[config.mk]
export PLATFORM = sky130hd
export DESIGN_NAME = stack_op_sequencer_flat
export DESIGN_NICKNAME = d
export VERILOG_FILES = /design/src/rtl/stack_op_sequencer_pkg.sv /design/src/rtl/stack_op_sequencer_if.sv /design/src/rtl/stack_op_sequencer_sp.sv /design/src/rtl/stack_op_sequencer.sv /design/src/flat_wrapper.sv
export SDC_FILE = /design/constraint.sdc
export NUM_CORES = 1
export LEC_CHECK = 0
export CAP_MARGIN = 30
export CORE_AREA = 2 2 141 143
export DETAILED_ROUTE_END_ITERATION = 7
export DIE_AREA = 0 0 143 145
export PLACE_DENSITY = 0.78
export SYNTH_ARGS = -nofsm -noshare
export SYNTH_HDL_FRONTEND = slang
export SYNTH_HIERARCHICAL = 1
export SYNTH_SLANG_ARGS = --single-unit
[constraint.sdc]
create_clock -name clk -period 4.57 [get_ports clk]
set_input_delay 0.914 -clock clk [delete_from_list [all_inputs] [get_ports clk]]
set_output_delay 0.914 -clock clk [all_outputs]
set_load 0.005 [all_outputs]
[src/rtl/stack_op_sequencer_pkg.sv]
// Shared definitions for the stack operation sequencer.
// Holds the FSM state encoding, the decode-stage req_kind encodings, the
// internal sequence kind, and the default stack-pointer / drain parameters.
package stack_op_sequencer_pkg;

  localparam logic [31:0] SP_INIT_DEFAULT      = 32'h0000_07FF;
  localparam int          DRAIN_CYCLES_DEFAULT = 4;

  typedef enum logic [3:0] {
    IDLE,
    DRAIN,
    PUSH_HI,
    PUSH_LO,
    PUSH_FL,
    POP_FL,
    POP_LO,
    POP_HI,
    LOAD
  } state_t;

  typedef enum logic [1:0] {
    KIND_CALL = 2'b00,
    KIND_RET  = 2'b01,
    KIND_RETI = 2'b10,
    KIND_RSVD = 2'b11
  } req_kind_t;

  // Which sequence is in flight; decides the branch after PUSH_LO and
  // whether LOAD also restores flags.
  typedef enum logic [1:0] {
    SEQ_CALL,
    SEQ_RET,
    SEQ_RETI,
    SEQ_INT
  } seq_t;

  function automatic logic is_push(input state_t s);
    return (s == PUSH_HI) || (s == PUSH_LO) || (s == PUSH_FL);
  endfunction

  function automatic logic is_pop(input state_t s);
    return (s == POP_FL) || (s == POP_LO) || (s == POP_HI);
  endfunction

endpackage

[src/rtl/stack_op_sequencer_if.sv]
// Request handshake and stack-memory bus of the sequencer.
//   req_valid/req_kind/req_ready : decode-stage request handshake
//   mem_req/mem_we/mem_addr/mem_wdata/mem_gnt/mem_rdata : stack memory port
// master = the sequencer; slave = its environment (decode stage + memory).
interface stack_op_sequencer_if;
  logic        req_valid;
  logic [1:0]  req_kind;
  logic        req_ready;
  logic        mem_req;
  logic        mem_we;
  logic [31:0] mem_addr;
  logic [15:0] mem_wdata;
  logic        mem_gnt;
  logic [15:0] mem_rdata;

  modport master (
    input  req_valid, req_kind, mem_gnt, mem_rdata,
    output req_ready, mem_req, mem_we, mem_addr, mem_wdata
  );

  modport slave (
    output req_valid, req_kind, mem_gnt, mem_rdata,
    input  req_ready, mem_req, mem_we, mem_addr, mem_wdata
  );
endinterface

[src/rtl/stack_op_sequencer_sp.sv]
// Stack pointer unit: owns sp, applies decrement on a granted push and
// increment on a granted pop (32-bit wrap), and pulses stack_err for one
// cycle after a push granted at sp==0 or a pop granted at sp==SP_INIT.
//   clk, reset      : clock, synchronous active-high reset
//   push_done       : a push completed this cycle
//   pop_done        : a pop completed this cycle
//   sp              : current stack pointer
//   stack_err       : overflow/underflow pulse
module stack_pointer_unit #(
  parameter logic [31:0] SP_INIT = 32'h0000_07FF
) (
  input  logic        clk,
  input  logic        reset,
  input  logic        push_done,
  input  logic        pop_done,
  output logic [31:0] sp,
  output logic        stack_err
);

  logic [31:0] sp_reg;
  logic        err_reg;

  always_ff @(posedge clk) begin
    if (reset) begin
      sp_reg  <= SP_INIT;
      err_reg <= 1'b0;
    end else begin
      err_reg <= (push_done && (sp_reg == 32'd0)) ||
                 (pop_done && (sp_reg == SP_INIT));
      // The access still completes on error; sp simply wraps.
      if (push_done)
        sp_reg <= sp_reg - 32'd1;
      else if (pop_done)
        sp_reg <= sp_reg + 32'd1;
    end
  end

  assign sp        = sp_reg;
  assign stack_err = err_reg;

endmodule

[src/rtl/stack_op_sequencer.sv]
// Stack operation sequencer: runs CALL / RET / RETI and interrupt-entry
// stack sequences against a 16-bit stack memory, then loads the new PC.
//   clk, reset        : clock, synchronous active-high reset
//   bus               : request handshake + stack memory port (master side)
//   intr              : interrupt request pulse
//   pc, target, flags : return PC, CALL target, flags (sampled on accept)
//   int_vector        : interrupt handler address
//   stall_fetch       : freeze fetch while a sequence runs
//   pc_load(_value)   : one-cycle PC load
//   flags_load(_value): one-cycle flag restore (RETI)
//   sp, stack_err     : stack pointer and overflow/underflow pulse
module stack_op_sequencer
  import stack_op_sequencer_pkg::*;
#(
  parameter logic [31:0] SP_INIT      = SP_INIT_DEFAULT,
  parameter int          DRAIN_CYCLES = DRAIN_CYCLES_DEFAULT
) (
  input  logic                  clk,
  input  logic                  reset,
  stack_op_sequencer_if.master  bus,
  input  logic                  intr,
  input  logic [31:0]           pc,
  input  logic [31:0]           target,
  input  logic [31:0]           int_vector,
  input  logic [2:0]            flags,
  output logic                  stall_fetch,
  output logic                  pc_load,
  output logic [31:0]           pc_load_value,
  output logic                  flags_load,
  output logic [2:0]            flags_load_value,
  output logic [31:0]           sp,
  output logic                  stack_err
);

  localparam int CW = (DRAIN_CYCLES > 1) ? $clog2(DRAIN_CYCLES) : 1;

  state_t      state_reg, state_next;
  seq_t        seq_reg, seq_next;
  logic        pending_reg, pending_next;
  logic [CW-1:0] cnt_reg, cnt_next;
  logic [31:0] pc_lat_reg, pc_lat_next;
  logic [31:0] tgt_reg, tgt_next;     // value LOAD will put on pc_load_value
  logic [2:0]  fl_reg, fl_next;
  logic [15:0] lo_reg, lo_next;

  logic        req_ready_reg, mem_req_reg, mem_we_reg, stall_reg;
  logic [15:0] mem_wdata_reg;
  logic        pc_load_reg, flags_load_reg;
  logic [31:0] pc_load_value_reg;
  logic [2:0]  flags_load_value_reg;

  logic granted, accept;

  assign granted = mem_req_reg && bus.mem_gnt;
  assign accept  = req_ready_reg && bus.req_valid && (bus.req_kind != KIND_RSVD);

  always_comb begin
    state_next = state_reg;
    seq_next   = seq_reg;
    cnt_next   = cnt_reg;
    pc_lat_next = pc_lat_reg;
    tgt_next   = tgt_reg;
    fl_next    = fl_reg;
    lo_next    = lo_reg;
    case (state_reg)
      IDLE: begin
        if (pending_reg) begin
          state_next = DRAIN;
          seq_next   = SEQ_INT;
          cnt_next   = '0;
        end else if (accept) begin
          pc_lat_next = pc;
          tgt_next    = target;
          fl_next     = flags;
          case (bus.req_kind)
            KIND_CALL: begin state_next = PUSH_HI; seq_next = SEQ_CALL; end
            KIND_RET:  begin state_next = POP_LO;  seq_next = SEQ_RET;  end
            default:   begin state_next = POP_FL;  seq_next = SEQ_RETI; end
          endcase
        end
      end
      DRAIN: begin
        if (cnt_reg == CW'(DRAIN_CYCLES - 1)) begin
          state_next  = PUSH_HI;
          pc_lat_next = pc;
          fl_next     = flags;
          tgt_next    = int_vector;
        end else begin
          cnt_next = cnt_reg + 1'b1;
        end
      end
      PUSH_HI: if (granted) state_next = PUSH_LO;
      PUSH_LO: if (granted) state_next = (seq_reg == SEQ_INT) ? PUSH_FL : LOAD;
      PUSH_FL: if (granted) state_next = LOAD;
      POP_FL: if (granted) begin
        fl_next    = bus.mem_rdata[2:0];
        state_next = POP_LO;
      end
      POP_LO: if (granted) begin
        lo_next    = bus.mem_rdata;
        state_next = POP_HI;
      end
      POP_HI: if (granted) begin
        tgt_next   = {bus.mem_rdata, lo_reg};
        state_next = LOAD;
      end
      default: state_next = IDLE;   // LOAD and any illegal encoding
    endcase
    // A new pulse wins over the clear on DRAIN entry so it is not lost.
    pending_next = intr || (pending_reg && !(state_reg == IDLE && state_next == DRAIN));
  end

  // Outputs are registered from the next-state values so they line up
  // with the state they belong to.
  always_ff @(posedge clk) begin
    if (reset) begin
      state_reg            <= IDLE;
      seq_reg              <= SEQ_CALL;
      pending_reg          <= 1'b0;
      cnt_reg              <= '0;
      pc_lat_reg           <= '0;
      tgt_reg              <= '0;
      fl_reg               <= '0;
      lo_reg               <= '0;
      req_ready_reg        <= 1'b1;
      mem_req_reg          <= 1'b0;
      mem_we_reg           <= 1'b0;
      mem_wdata_reg        <= '0;
      stall_reg            <= 1'b0;
      pc_load_reg          <= 1'b0;
      pc_load_value_reg    <= '0;
      flags_load_reg       <= 1'b0;
      flags_load_value_reg <= '0;
    end else begin
      state_reg     <= state_next;
      seq_reg       <= seq_next;
      pending_reg   <= pending_next;
      cnt_reg       <= cnt_next;
      pc_lat_reg    <= pc_lat_next;
      tgt_reg       <= tgt_next;
      fl_reg        <= fl_next;
      lo_reg        <= lo_next;
      req_ready_reg <= (state_next == IDLE) && !pending_next;
      mem_req_reg   <= is_push(state_next) || is_pop(state_next);
      mem_we_reg    <= is_push(state_next);
      case (state_next)
        PUSH_HI: mem_wdata_reg <= pc_lat_next[31:16];
        PUSH_LO: mem_wdata_reg <= pc_lat_next[15:0];
        PUSH_FL: mem_wdata_reg <= {13'b0, fl_next};
        default: mem_wdata_reg <= '0;
      endcase
      stall_reg            <= (state_next != IDLE);
      pc_load_reg          <= (state_next == LOAD);
      pc_load_value_reg    <= (state_next == LOAD) ? tgt_next : 32'd0;
      flags_load_reg       <= (state_next == LOAD) && (seq_next == SEQ_RETI);
      flags_load_value_reg <= ((state_next == LOAD) && (seq_next == SEQ_RETI)) ? fl_next : 3'd0;
    end
  end

  stack_pointer_unit #(.SP_INIT(SP_INIT)) u_sp (
    .clk       (clk),
    .reset     (reset),
    .push_done (granted && mem_we_reg),
    .pop_done  (granted && !mem_we_reg),
    .sp        (sp),
    .stack_err (stack_err)
  );

  assign bus.req_ready = req_ready_reg;
  assign bus.mem_req   = mem_req_reg;
  assign bus.mem_we    = mem_we_reg;
  assign bus.mem_wdata = mem_wdata_reg;
  // Pushes write at sp, pops read the word just above it.
  assign bus.mem_addr  = mem_req_reg ? (mem_we_reg ? sp : sp + 32'd1) : 32'd0;

  assign stall_fetch      = stall_reg;
  assign pc_load          = pc_load_reg;
  assign pc_load_value    = pc_load_value_reg;
  assign flags_load       = flags_load_reg;
  assign flags_load_value = flags_load_value_reg;

endmodule
[src/flat_wrapper.sv]
// flat-port wrapper written by rule: the top's interface ports become plain ports
module stack_op_sequencer_flat import stack_op_sequencer_pkg::*;
#(
  parameter logic [31:0] SP_INIT      = SP_INIT_DEFAULT,
  parameter int          DRAIN_CYCLES = DRAIN_CYCLES_DEFAULT
)
  (clk, reset, intr, pc, target, int_vector, flags, stall_fetch, pc_load, pc_load_value, flags_load, flags_load_value, sp, stack_err, bus_req_valid, bus_req_kind, bus_mem_gnt, bus_mem_rdata, bus_req_ready, bus_mem_req, bus_mem_we, bus_mem_addr, bus_mem_wdata);
  stack_op_sequencer_if bus_i ();
  input  logic clk;
  input  logic reset;
  input  logic intr;
  input  logic [31:0] pc;
  input  logic [31:0] target;
  input  logic [31:0] int_vector;
  input  logic [2:0] flags;
  output logic stall_fetch;
  output logic pc_load;
  output logic [31:0] pc_load_value;
  output logic flags_load;
  output logic [2:0] flags_load_value;
  output logic [31:0] sp;
  output logic stack_err;
  input wire logic [$bits(bus_i.req_valid)-1:0] bus_req_valid;
  input wire logic [$bits(bus_i.req_kind)-1:0] bus_req_kind;
  input wire logic [$bits(bus_i.mem_gnt)-1:0] bus_mem_gnt;
  input wire logic [$bits(bus_i.mem_rdata)-1:0] bus_mem_rdata;
  output wire logic [$bits(bus_i.req_ready)-1:0] bus_req_ready;
  output wire logic [$bits(bus_i.mem_req)-1:0] bus_mem_req;
  output wire logic [$bits(bus_i.mem_we)-1:0] bus_mem_we;
  output wire logic [$bits(bus_i.mem_addr)-1:0] bus_mem_addr;
  output wire logic [$bits(bus_i.mem_wdata)-1:0] bus_mem_wdata;
  assign bus_i.req_valid = bus_req_valid;
  assign bus_i.req_kind = bus_req_kind;
  assign bus_i.mem_gnt = bus_mem_gnt;
  assign bus_i.mem_rdata = bus_mem_rdata;
  assign bus_req_ready = bus_i.req_ready;
  assign bus_mem_req = bus_i.mem_req;
  assign bus_mem_we = bus_i.mem_we;
  assign bus_mem_addr = bus_i.mem_addr;
  assign bus_mem_wdata = bus_i.mem_wdata;
  stack_op_sequencer #(.SP_INIT(SP_INIT), .DRAIN_CYCLES(DRAIN_CYCLES)) u_core (.clk(clk), .reset(reset), .bus(bus_i), .intr(intr), .pc(pc), .target(target), .int_vector(int_vector), .flags(flags), .stall_fetch(stall_fetch), .pc_load(pc_load), .pc_load_value(pc_load_value), .flags_load(flags_load), .flags_load_value(flags_load_value), .sp(sp), .stack_err(stack_err));
endmodule
==> summary.txt <==
Run status
  • Status: completed

STA
  • Achievable Freq: 235 MHz
  • Period Utilization, post-route: 0.931
  • Final Hold Vio Count: 0
  • Setup TNS: 0 ns
  • Max Transition Viols Final: 0
  • Post-route clock skew: 0.0208 ns
  • Relative slew slack: 0.445
  • Final setup violation count: 0
  • Final min period: ~4.3 ns
  • RSZ-0062 raised after global routing: false
  • Least-Margin Pin Slew: about 0.83 ns

Placement
  • GPL Wtd Cong: 0.867
  • Port Buffers: 243
  • Placed Cells incl. Taps: 1598
  • DPL Wire Length: between 20000 and 25000 um

Floorplanning
  • Die Ht: 145 um
  • Rows: 51
  • Die area: 20700 um^2
  • I/O pins: 244
  • Core Footprint: 19200 um^2
  • Starting density of the core: 0.494
  • Chip width: 143 um

Drt
  • Residual DRC: 0
  • WL/cell: between 15 and 20 um
  • Vias per inst: 5.80
  • Total Routed Length: 29300 um
  • DR pass1 iterations: 8
  • Antenna-violating nets left: 0
  • Vias: 9455
  • Drt initial violations: 915

CTS
  • Post-cts sizing count: 0
  • Deepest clock path buffer count: 2
  • Post-CTS Hold Fix Bufs: 0
  • Reg clk slew, reported paths: 0.07 ns
  • H-tree Lvls: 4
  • Post CTS Setup Buffer Count: 0
  • CTS tree: built
  • CTS sink cnt: 182
  • Num CTS Buffers: 17
  • Clock root buffer: clkbuf_16
  • Clock Latency Late Sink: 0.44 ns

Pwr
  • Combinational Power Share: 0.279
  • VDD IR max: 0.000302 V
  • Net Sw Power: 1.45 mW
  • Sw frac: 0.327
  • Clock power share: 0.326
  • Sequential share of power: 0.395
  • Int Pwr: 2.98 mW
  • PD cells: about 350 nW/um^2
  • P_leak: 5.08 nW

Logic synthesis
  • Synth unique cells: 84
  • Largest family of logic cells by synthesized area: simple AND/OR/NAND/NOR gates
  • Syn_nets: roughly 1.3k
  • Compound-cell area share of the yosys netlist: 0.223
  • Yosys warns: 6
  • Async set-or-reset flop fraction in the synthesized netlist: 0
  • Mapped Cells: 1142
  • Seq cells post-synth: 182
  • Post-Synth XOR/XNOR Area: 0.0462
  • Most common cell in the synthesized netlist: dfxtp_1
  • Post-synth top area share: 0.384
  • Post-synth EDFFs: 0
  • Simple-gate share of the synthesized area: 0.252
  • Avg Cell Area, Syn: 8.31 um^2
  • Area leader, netlist: dfxtp_1
  • Synth Area in Adders: 0.0443
  • Mux cell area share after synthesis: 0.00541
  • Synth area leaders: dfxtp_1, nor2_1, nand2_1
  • Sequential share of the synthesized area: 0.384
  • Netlist area before placement: 9490 um^2
  • Prevailing post-synth register cell: dfxtp_1
  • Post-synth top cells: dfxtp_1, nor2_1, nand2_1, clkbuf_1, a21oi_1

Global route
  • Largest net degree at the start of global routing: 67
  • Vias in the first global route: 8716
  • Initial antenna violation count: 1
  • First-pass GRT wire length: between 40000 and 50000 um
  • Grt total ovfl: 0
  • Gr usage total: 0.276

Critical path
  • Startpoint class of the critical path: flop
  • Data required, critical path: 3.66 ns
  • Crit. End Element: output port
  • FF-to-FF path depth: 12
  • Worst-path fanout max: 9
  • Critical path type: reg2out
  • Crit path arrival time: 3.34 ns

Layout
  • Share of cells above drive strength 1: 0.0696
  • Layout area overhead: 33.9%
  • Layout fillers: about 1.6k
  • Fin cells: around 1.6k
  • Final nets: 1507

Run
  • Max-cap violations: 0

Min path
  • Hold Path Stages: 2
  • Type of the most critical hold path: reg2reg
-- cell families after synthesis --
| group | after synthesis |
|---|---|
| AO/OA/AOI/OAI | 292 |
| XOR/XNOR | 50 |
| adder cells (fa/ha/maj) | 33 |
| buffers and inverters | 97 |
| flip-flops | 182 |
| multiplexers | 5 |
| AND/OR/NAND/NOR | 483 |
-- per-layer routing --
metal	GRT usage	routed length (um)	vias up
li1	-	-	4586
met1	0.389	13400	4492
met2	0.430	13300	340
met3	0.0594	2040	37
met4	0.0693	532	0
met5	0	0	-
-- placed cells by master, fill, tap and decap left out, types with 10 or more instances in the layout --
master	n
clkdlybuf4s50_1	242
dfxtp_1	182
nor2_1	135
nand2_1	131
a21oi_1	65
and3_1	50
a31oi_1	41
a21boi_0	35
ha_1	32
a222oi_1	30
xnor2_1	29
buf_4	28
nand3_1	27
and2_1	25
o21ai_0	24
xor2_1	21
nand4_1	19
inv_1	18
clkbuf_16	17
nor3_1	15
a21o_1	15
nor2b_1	13
a211oi_1	10
-- power by group through the flow --
stage	logic [mW]	clock network (mW)	registers, mW
6_report	1.23	1.44	1.75
2_1_floorplan	0.785	0	1.76
3_3_place_gp	1.20	0	1.78
4_1_cts	1.22	1.46	1.75
5_1_grt	1.35	1.53	1.76
3_5_place_dp	1.21	0	1.78
-- worst paths after layout --
path,end,slack [ns],start
worst max register to register,u_core/u_sp/sp[31]$_SDFFE_PP0P_,0.98,u_core/bus.mem_req$_SDFF_PP0_
worst min-delay path,u_core/lo_reg[3]$_SDFFE_PP0P_,0.46,u_core/lo_reg[3]$_SDFFE_PP0P_
worst min register to register,u_core/lo_reg[3]$_SDFFE_PP0P_,0.46,u_core/lo_reg[3]$_SDFFE_PP0P_
worst max-delay path,bus_mem_addr[31],0.31,u_core/u_sp/sp[14]$_SDFFE_PP0P_
-- final cells by class --
type                            instances  area (um^2)  share of cell area
Multi-Input combinational cell        863         5440               0.428
Clock buffer                           19          443              0.0349
Tap cell                              265          332              0.0261
Sequential cell                       182         3640               0.287
Clock inverter                         13          139              0.0109
Inverter                               18         67.6             0.00532
Antenna cell                            1         2.50            0.000197
Timing Repair Buffer                  270         2630               0.207
-- per-stage QoR --
step / total power, mW / utilization / hold WS, ns / instance area (um^2) / setup slack [ns]
floorplan: 2.55 / - / 0.436 / 9490 / 0.652
global placement: 2.98 / 0.631 / 0.441 / 12100 / 0.314
detailed placement: 3.00 / 0.631 / 0.447 / 12100 / 0.288
CTS: 4.43 / 0.661 / 0.457 / 12700 / 0.299
global route: 4.65 / 0.661 / 0.485 / 12700 / 0.145
finish: 4.43 / 0.661 / 0.456 / 12700 / 0.314
-- worst max-delay path, cell delays in order, from the launching register on --
cell	delay, ns
dfxtp_1	0.54
and4_1	0.29
nand4_1	0.10
buf_4	0.17
or4_1	0.57
nor4_1	0.40
xor2_1	0.17
and2_1	0.14
clkdlybuf4s50_1	0.52
No activity file was read; power rests on OpenSTA's default activity.
